**src/rtl/rk8e_xfer.sv**
```systemverilog
// rk8e_xfer: RK8E-style disk controller moving sectors between PDP-8 memory (data break) and an SD sector store
// Ports: clk, reset (async), clear (sync); instruction/state/ac/uf CPU IOT decode;
//   disk_bus/skip/interrupt back to CPU; data_break_*/db_* memory cycles; sd_* sector command and word streams.
module rk8e_xfer #(
    parameter int         NDRIVES  = 4,
    parameter int         MAXCYL   = 203,
    parameter int         SECWORDS = 256,
    parameter logic [4:0] F1       = 5'b00001
) (
    input  logic        clk,
    input  logic        reset,
    input  logic        clear,
    input  logic [0:11] instruction,
    input  logic [4:0]  state,
    input  logic [0:11] ac,
    input  logic        uf,
    output logic [0:11] disk_bus,
    output logic        skip,
    output logic        interrupt,
    output logic        data_break_read,
    output logic        data_break_write,
    output logic [0:14] db_addr,
    output logic [0:11] db_wdata,
    input  logic [0:11] db_rdata,
    input  logic        db_ack,
    output logic        sd_start,
    output logic        sd_write,
    output logic [15:0] sd_lba,
    input  logic        sd_done,
    input  logic [0:11] sd_rd_data,
    input  logic        sd_rd_valid,
    output logic        sd_rd_ready,
    output logic [0:11] sd_wr_data,
    output logic        sd_wr_valid,
    input  logic        sd_wr_ready
);
    localparam int WCW = $clog2(SECWORDS + 1);
    typedef enum logic [3:0] {IDLE, CHECK, SDSTART, RD_WAIT, RD_DB, WR_DB, WR_PUSH, SD_WAIT, DONE} fsm_t;
    fsm_t fsm, fsm_n;
    logic [2:0] op;
    logic [2:0] field;
    logic [1:0] drive;
    logic ie, half, cyl_hi;
    logic [0:11] car, dar, word;
    logic [WCW-1:0] wc;
    logic [3:0] wlock;
    logic err5, err7, err10, err11, done;
    logic iot, clr, busy, is_wr, drv_err, cyl_err, wl_err, bad, last, in_brk, in_next;
    logic [2:0] fn;
    logic [7:0] cyl;
    logic [WCW-1:0] lim;
    logic [0:11] status;
    assign iot = state == F1 && !uf && instruction[0:8] == 9'o674;
    assign fn = instruction[9:11];
    assign clr = clear || (iot && fn == 3'd2 && ac[10:11] == 2'b01);
    assign busy = fsm != IDLE;
    assign status = {busy, 4'b0, err5, 1'b0, err7, 2'b0, err10, err11};
    assign cyl = {cyl_hi, dar[0:6]};
    assign is_wr = op[2:1] == 2'b10;
    assign drv_err = int'(drive) >= NDRIVES;
    assign cyl_err = int'(cyl) > MAXCYL;
    assign wl_err = is_wr && wlock[drive];
    // Only reads (0/1) and writes (4/5) touch the SD card; everything else finishes straight from CHECK
    assign bad = drv_err || cyl_err || wl_err || op[1];
    assign lim = half ? WCW'(SECWORDS / 2) : WCW'(SECWORDS);
    assign last = wc == WCW'(SECWORDS - 1);
    assign in_brk = wc < lim;
    assign in_next = (wc + WCW'(1)) < lim;
    assign sd_lba = {1'b0, drive, cyl, dar[7:11]};
    assign db_addr = {field, car};
    assign db_wdata = word;
    assign sd_wr_data = word;
    always_ff @(posedge clk or posedge reset) begin
        if (reset)
            fsm <= IDLE;
        else
            fsm <= clr ? IDLE : fsm_n;
    end
    always_comb begin
        fsm_n = fsm;
        sd_start = 1'b0;
        sd_write = 1'b0;
        sd_rd_ready = 1'b0;
        sd_wr_valid = 1'b0;
        data_break_read = 1'b0;
        data_break_write = 1'b0;
        case (fsm)
            IDLE:    fsm_n = (iot && fn == 3'd3) ? CHECK : IDLE;
            CHECK:   fsm_n = bad ? DONE : SDSTART;
            SDSTART: begin
                sd_start = 1'b1;
                sd_write = is_wr;
                fsm_n = !is_wr ? RD_WAIT : in_brk ? WR_DB : WR_PUSH;
            end
            RD_WAIT: begin
                sd_rd_ready = 1'b1;
                if (sd_rd_valid)
                    fsm_n = in_brk ? RD_DB : last ? SD_WAIT : RD_WAIT;
            end
            RD_DB: begin
                data_break_write = 1'b1;
                if (db_ack)
                    fsm_n = last ? SD_WAIT : RD_WAIT;
            end
            WR_DB: begin
                data_break_read = 1'b1;
                if (db_ack)
                    fsm_n = WR_PUSH;
            end
            WR_PUSH: begin
                sd_wr_valid = 1'b1;
                if (sd_wr_ready)
                    fsm_n = last ? SD_WAIT : in_next ? WR_DB : WR_PUSH;
            end
            SD_WAIT: fsm_n = sd_done ? DONE : SD_WAIT;
            DONE:    fsm_n = IDLE;
            default: fsm_n = IDLE;
        endcase
    end
    always_ff @(posedge clk or posedge reset) begin
        if (reset) begin
            {op, ie, half, field, drive, cyl_hi} <= '0;
            {car, dar, word, disk_bus} <= '0;
            {err5, err7, err10, err11, done, skip, interrupt} <= '0;
            wlock <= '0;
            wc <= '0;
        end else if (clr) begin
            {op, ie, half, field, drive, cyl_hi} <= '0;
            {car, dar, word, disk_bus} <= '0;
            {err5, err7, err10, err11, done, skip, interrupt} <= '0;
            wlock <= '0;
            wc <= '0;
        end else begin
            interrupt <= done & ie;
            if (state == F1)
                skip <= iot && fn == 3'd1 && done;
            if (iot)
                case (fn)
                    3'd2: {err5, err7, err10, err11, done} <= '0;
                    3'd3: if (busy) err5 <= 1'b1; else dar <= ac;
                    3'd4: car <= ac;
                    3'd5: disk_bus <= status;
                    3'd6: if (busy) err5 <= 1'b1;
                          else begin
                              {op, ie, half} <= ac[0:4];
                              {field, drive, cyl_hi} <= ac[6:11];
                              {err5, err7, err10, err11, done} <= '0;
                          end
                    default: ;
                endcase
            case (fsm)
                CHECK: begin
                    wc <= '0;
                    if (drv_err) err10 <= 1'b1;
                    else if (cyl_err) err11 <= 1'b1;
                    else if (wl_err) err7 <= 1'b1;
                    else if (op == 3'd2) wlock[drive] <= 1'b1;
                    else if (op[2:1] == 2'b11) err10 <= 1'b1;
                end
                // Words past a half-block are still drained from the card but never reach memory
                RD_WAIT: if (sd_rd_valid) begin
                    word <= sd_rd_data;
                    if (!in_brk) wc <= wc + WCW'(1);
                end
                RD_DB: if (db_ack) begin
                    car <= car + 12'd1;
                    wc <= wc + WCW'(1);
                end
                WR_DB: if (db_ack) begin
                    word <= db_rdata;
                    car <= car + 12'd1;
                end
                WR_PUSH: if (sd_wr_ready) begin
                    wc <= wc + WCW'(1);
                    if (!in_next) word <= '0;
                end
                DONE: done <= 1'b1;
                default: ;
            endcase
        end
    end
endmodule
```
**config.mk**
```make
export PLATFORM = sky130hd
export DESIGN_NAME = rk8e_xfer
export DESIGN_NICKNAME = d
export VERILOG_FILES = /design/src/rtl/rk8e_xfer.sv
export SDC_FILE = /design/constraint.sdc
export NUM_CORES = 1
export LEC_CHECK = 0
export CORE_ASPECT_RATIO = 1.4
export CORE_UTILIZATION = 48
export CTS_CLUSTER_DIAMETER = 50
export DETAILED_ROUTE_END_ITERATION = 10
export HOLD_SLACK_MARGIN = 0.1
export PLACE_DENSITY = 0.92
export SYNTH_ARGS = -nofsm -noshare
export SYNTH_HDL_FRONTEND = slang
export SYNTH_SLANG_ARGS = --single-unit
```
**constraint.sdc**
```tcl
create_clock -name clk -period 3.16 [get_ports clk]
set_clock_uncertainty 0.2 [all_clocks]
set_input_delay 0.316 -clock clk [delete_from_list [all_inputs] [get_ports clk]]
set_output_delay 0.316 -clock clk [all_outputs]
set_load 0.02 [all_outputs]
```
==> run metrics, run 1 <==
library cells used by synthesis=61; sequential area share after synthesis=42.6%; largest net degree at the start of global routing=77; initial antenna violation count=0; drt drc=0; Bufs and invs on worst path=2; TritonCTS clock tree=built; WL met2=7.08 mm; crit start category=register; Routed met3 length=944 um; leakage power=2.49 nW; most common cell after layout, fill and taps aside=clkdlybuf4s50_1; CP startpoint=wc[4]; gpl congestion=0.892; #FFs+latches synth=76; initial DRC count=416; CP cell instances=and3_1, and2_1, and4_1, ha_1, inv_1, ha_1, o21ai_0, a31oi_1, buf_4, a21o_2, a211oi_1; Worst path slowest cell=dfrtp_1; most frequent cells in the layout=clkdlybuf4s50_1, dfrtp_1, nand2_1, o21ai_0, nor2_1; Setup crit end kind=register; Arr. time, crit path=3.04 ns; Top Layer Used=met4; Fill cells=705; Post-DRT Antenna Nets=0; TritonRoute pass-1 iters=5; asr flop ratio synth=100%; Internal=1.71 mW; Post-Syn Area=4460 um^2; final hold vios=0; Vias=4,553; pre-CTS setup slack=0.232 ns; synthesized instance count=511; Max Slew Vio Count=0; clock root cell=clkbuf_16; RSZ-0062 raised after global routing=false; f_max=333 MHz; wire length on met1=4.71 mm; fin crit period=3.01 ns; CP top delay family=compound AO/OA/AOI/OAI gates; worst hold margin=0.183 ns; Worst EP required=3.19 ns; FP Rows=41; PD cells=391 nW/um^2; # nets final=685; worst r2r src=wc[4]; Final WS setup=0.154 ns; Worst-Skew Late Latency=0.34 ns; Core ar.=9030 um^2; Worst-path clk slew=0.07 ns; Post-synth EDFFs=0; Crit Path Category=reg -> reg; sequential share of power=43.8%; H-Tree Depth=3; die width=83.5 um; TritonCTS Buffers=9; Starting Density=49.4%; slowest cell delay on critical path=0.41 ns; Sw Ratio=27.5%; vias per std cell=6.23; Ys Warns=0; Port-buffer cells=127; Die Y=116 um; worst min path class=in -> async; clock network power share=43.0%; register area=1900 um^2; layout cells sized above 1=7.69%; total design power=2.36 mW; WL per Instance=18.1 um; final setup fails=0; mean post-synth cell area=8.73 um^2; Rel. slew slack=43.8%; Remaining Overflow, GRT=0; Max VDD drop=0.278 mV; Worst path most repeated cell=ha_1; switching power=0.649 mW; final cycle utilization of the critical path=95.1%; clock tree buffer depth=2; Max-Cap Viols=0; I/O pins=136; Ant. Diodes=0; Comb pwr share=13.2%; status=completed; Syn-to-layout area delta=35.2%; CTS Sinks=76; area of the multi-input gates=2250 um^2; WL final=13.2 mm; first-pass GRT wire length=21.4 mm; die area=9690 um^2; number of global-route vias before repair=4,510; largest fanout on the critical path=14; Setup TNS=0 ns; Most used DFF post-synth=dfrtp_1; total track usage=27.9%; Worst Tran Pin Value=0.822 ns; DP HPWL=9.44 mm
per-stage QoR:
stage / std cells / util, % / cell area (um^2)
after floorplan: 518 / - / 4490
after global placement: 715 / 63.5 / 5730
after detailed placement: 715 / 63.5 / 5730
after CTS: 731 / 66.7 / 6030
after global routing: 731 / 66.8 / 6030
final: 731 / 66.8 / 6030
routing by layer:
metal	GRT usage, %	vias to the layer above
li1	-	2074
met1	30.0	2204
met2	50.9	229
met3	6.55	46
met4	15.4	0
met5	0	-
cell usage after synthesis (3+ instances only):
| cell | n | area [um^2] |
|---|---|---|
| nand4_1 | 5 | 31.3 |
| and4_1 | 4 | 35.0 |
| a31o_2 | 3 | 26.3 |
| buf_4 | 21 | 158 |
| a31oi_1 | 12 | 75.1 |
| ha_1 | 5 | 62.6 |
| nor2b_1 | 6 | 37.5 |
| clkbuf_1 | 21 | 78.8 |
| nor2_1 | 33 | 124 |
| o22ai_1 | 3 | 18.8 |
| nand3_1 | 13 | 65.1 |
| buf_2 | 6 | 30.0 |
| mux2i_1 | 3 | 30.0 |
| a2111oi_0 | 3 | 26.3 |
| nand2_1 | 70 | 263 |
| nor3_1 | 5 | 25.0 |
| a211oi_1 | 30 | 225 |
| a21oi_1 | 25 | 125 |
| nor4b_1 | 4 | 35.0 |
| dfrtp_1 | 76 | 1900 |
| nor3b_1 | 7 | 52.6 |
| inv_1 | 11 | 41.3 |
| and3_1 | 11 | 68.8 |
| nor4bb_1 | 4 | 40.0 |
| o21a_1 | 3 | 22.5 |
| a21o_1 | 4 | 30.0 |
| o21ai_0 | 49 | 245 |
| or3_1 | 8 | 50.1 |
| a22oi_1 | 14 | 105 |
| nand2b_1 | 7 | 43.8 |
registers in the layout, summed over array words and instances (netlist names):
| name | cells |
|---|---|
| half | 1 |
| err7 | 1 |
| err11 | 1 |
| ie | 1 |
| interrupt | 1 |
| db_wdata | 12 |
| err10 | 1 |
| wlock | 4 |
| err5 | 1 |
| fsm | 4 |
| drive | 2 |
| car | 12 |
| skip | 1 |
| disk_bus | 5 |
| done | 1 |
| field | 3 |
| op | 3 |
| cyl_hi | 1 |
| wc | 9 |
| dar | 12 |
path summary, 6_finish.rpt:
check                         endpoint  slack [ns]  cells after the start
min                           field[1]        0.18                      3
min in group clk              field[2]        0.28                      2
min reg2reg                   field[2]        0.28                      2
max in group asynchronous  db_wdata[3]        2.23                      3
max reg2reg                db_wdata[8]        0.15                     11
max                        db_wdata[8]        0.15                     11
power by group through the flow:
stage	Combinational (mW)	Sequential (mW)	Clock (mW)
finish	0.311	1.03	1.01
global route	0.336	1.04	1.07
CTS	0.311	1.03	1.03
detailed placement	0.307	1.05	0
global placement	0.299	1.05	0
floorplan	0.118	1.07	0
layout make-up:
type                            instances  area share, %
Sequential cell                        76           31.5
Multi-Input combinational cell        379           37.4
Clock inverter                          7           1.10
Inverter                               11          0.685
Clock buffer                            9           3.73
Timing Repair Buffer                  142           23.4
Tap cell                              107           2.22
worst min-delay path: stages:
cell and delay, ns:
clkdlybuf4s50_1 0.42, inv_2 0.07, buf_12 0.34
repair_timing:
item / in CTS / in global routing
setup buffers: 0 / 0
setup endpoints to repair: 0 / 2
gates resized for setup: 0 / 2
hold buffers: 0 / 0
kinds of logic after synthesis:
kind of cell               after synthesis  synth area share (%)
AOI/OAI and AO/OA                      163                  23.5
buffers and inverters                   63                  7.57
adders and majority gates                5                  1.40
and+or+nand+nor                        198                  23.6
DFF                                     76                  42.6
muxes                                    5                  1.18
other                                    1                0.0840
Power figures use the tool's default switching activity.
==> run 2, diff against run 1 <==
CORE_MARGIN = 3   (was unset)
==> run 2 against run 1 <==
  * Worst hold slack better by 0.044 ns
  * Largest cell class unchanged
  * Non-clock buffer count is 2 lower
  * Clock power grew 13%
  * Sequential power is essentially flat
  * Combinational power about the same
  * Largest power group is now the clock network
  * Cell area rose by 0.46%
  * Global-route usage decreased by 2.1 points
  * Register-to-register slack improved by 0.08 ns
==> run metrics, run 2 (synthesized netlist as in run 1, its figures left out) <==
Max VDD drop=0.477 mV (+72%); initial DRC count=401 (-3.6%); Final Core Density=67.1% (+0.30 points); most common cell after layout, fill and taps aside=clkdlybuf4s50_1; Worst-Skew Late Latency=0.34 ns (about the same); # nets final=683 (-0.29%); Vias=4,555 (+0.044%); Crit Path Category=reg -> reg; Starting Density=49.4% (unchanged); Post-CTS Setup Inserts=0 (unchanged); CP cell instances=and3_1, and2_1, and4_1, ha_1, inv_1, ha_1, o21ai_0, a31oi_1, buf_4, a21o_1, a211oi_1; Worst path most repeated cell=ha_1; WL per Instance=18.3 um (+1.0%); Max Slew Vio Count=0 (unchanged); RSZ-0062 raised after global routing=false; PD cells=410 nW/um^2 (+4.9%); final cycle utilization of the critical path=92.7% (-2.4 points); Sw Ratio=25.1% (-2.4 points); Worst Tran Pin Value=0.827 ns (+0.00478 ns); Die Y=120 um (+3.4%); Remaining Overflow, GRT=0 (unchanged); Worst path slowest cell=dfrtp_1; Post-DP Area=5720 um^2 (-0.26%); vias per std cell=6.25 (+0.32%); crit start category=register; worst hold margin=0.226 ns (+0.0435 ns); Post-DRT Antenna Nets=0 (unchanged); die width=87.5 um (+4.8%); Ant. Diodes=0 (unchanged); H-Tree Depth=3 (unchanged); Max-Cap Viols=0 (unchanged); DP HPWL=9.61 mm (+1.7%); clock root cell=clkbuf_16; status=completed; sequential share of power=41.6% (-2.2 points); TritonCTS Buffers=9 (unchanged); Setup crit end kind=register; Rel. slew slack=44.7% (+0.89 points); final setup fails=0 (unchanged); Design Area, Final=6060 um^2 (+0.46%); number of global-route vias before repair=4,481 (-0.64%); final hold vios=0 (unchanged); total track usage=25.8% (-2.1 points); slowest cell delay on critical path=0.40 ns (about the same); WL final=13.3 mm (+0.74%); fin crit period=2.93 ns (-0.0774 ns); first-pass GRT wire length=21.6 mm (+0.74%); drt drc=0 (unchanged); CTS hold repair buffers=0 (unchanged); Comb pwr share=12.4% (-0.8 points); gpl congestion=0.921 (+3.2%); Setup TNS=0 ns (unchanged); die area=10,500 um^2 (+8.4%); switching power=0.625 mW (-3.7%); I/O pins=136 (unchanged); Worst EP required=3.20 ns (about the same); TritonCTS clock tree=built; Internal=1.86 mW (+8.8%); Port-buffer cells=127 (unchanged); TritonRoute pass-1 iters=5 (unchanged); initial antenna violation count=0 (unchanged); worst min path class=in -> async; largest fanout on the critical path=14 (unchanged); Syn-to-layout area delta=35.8%; Worst-path clk slew=0.06 ns (about the same); Arr. time, crit path=2.97 ns (-0.07 ns); FP Rows=41 (unchanged); f_max=341 MHz (+2.6%); total design power=2.48 mW (+5.4%); Core ar.=9030 um^2 (unchanged); CTS Sinks=76 (unchanged); clock tree buffer depth=2 (unchanged); most frequent cells in the layout=clkdlybuf4s50_1, dfrtp_1, nand2_1, o21ai_0, nor2_1; clock network power share=46.0% (+3.0 points); largest net degree at the start of global routing=43 (-44%); layout cells sized above 1=7.40% (-0.30 points); leakage power=2.50 nW (+0.33%)
## run 2: cell count changes in the layout (fill, tap and decap cells not counted), sizes merged
cell / before / now
clkinv: 2 / 0
inv: 16 / 15
clkinvlp: 0 / 1
buf: 15 / 13
bufinv: 0 / 2
## run 2: per-layer routing
metal | GRT usage (%) | vias up | part of all wire [%]
met5 | 0 | - | 0
met2 | 45.5 | 224 | 54
li1 | - | 2073 | -
met1 | 30.7 | 2221 | 36
met3 | 5.84 | 37 | 7.2
met4 | 8.06 | 0 | 2.0
## run 2: power by group through the flow
stage | logic [mW] | clock network (mW) | registers (mW)
finish | 0.308 | 1.14 | 1.03
global route | 0.333 | 1.19 | 1.04
CTS | 0.309 | 1.15 | 1.03
detailed placement | 0.306 | 0 | 1.05
global placement | 0.298 | 0 | 1.05
floorplan | 0.118 | 0 | 1.07
## run 2: layout make-up
type,count,area (um^2)
inverter,11,41.3
clock inverter,7,105
timing repair buffer,140,1390
clock buffer,9,225
fill,676,2970
multi-input combinational,379,2260
sequential,76,1900
tap,107,134
## run 2: stage by stage
stage	setup slack [ns]	cells
after floorplan	0.513	518
after global placement	0.402	713
after detailed placement	0.224	713
after CTS	0.148	729
after global routing	0.0224	729
final	0.231	729
## run 2: path summary, 6_finish.rpt
path	from	end	cells after the start	slack (ns)
worst max-delay path	wc[4]	db_wdata[0]	11	0.23
worst min register to register	disk_bus[10]	disk_bus[10]	2	0.29
max in group asynchronous	reset	disk_bus[10]	3	1.84
min in group clk	disk_bus[10]	disk_bus[10]	2	0.29
worst min-delay path	reset	field[0]	2	0.23
worst max register to register	wc[4]	db_wdata[0]	11	0.23
## run 2: critical path, delay by kind of cell (launching register included)
kind                     cells  cell delay [ns]
AO/OA/AOI/OAI                4             0.84
adder cells (fa/ha/maj)      2             0.55
flip-flops                   1             0.40
buffers and inverters        2             0.25
AND/OR/NAND/NOR              3             0.60
## run 2: repair_timing
item | CTS | global route
endpoints found under the setup margin | 0 | 2
hold endpoints to repair | 0 | 0
resized for setup | 0 | 2
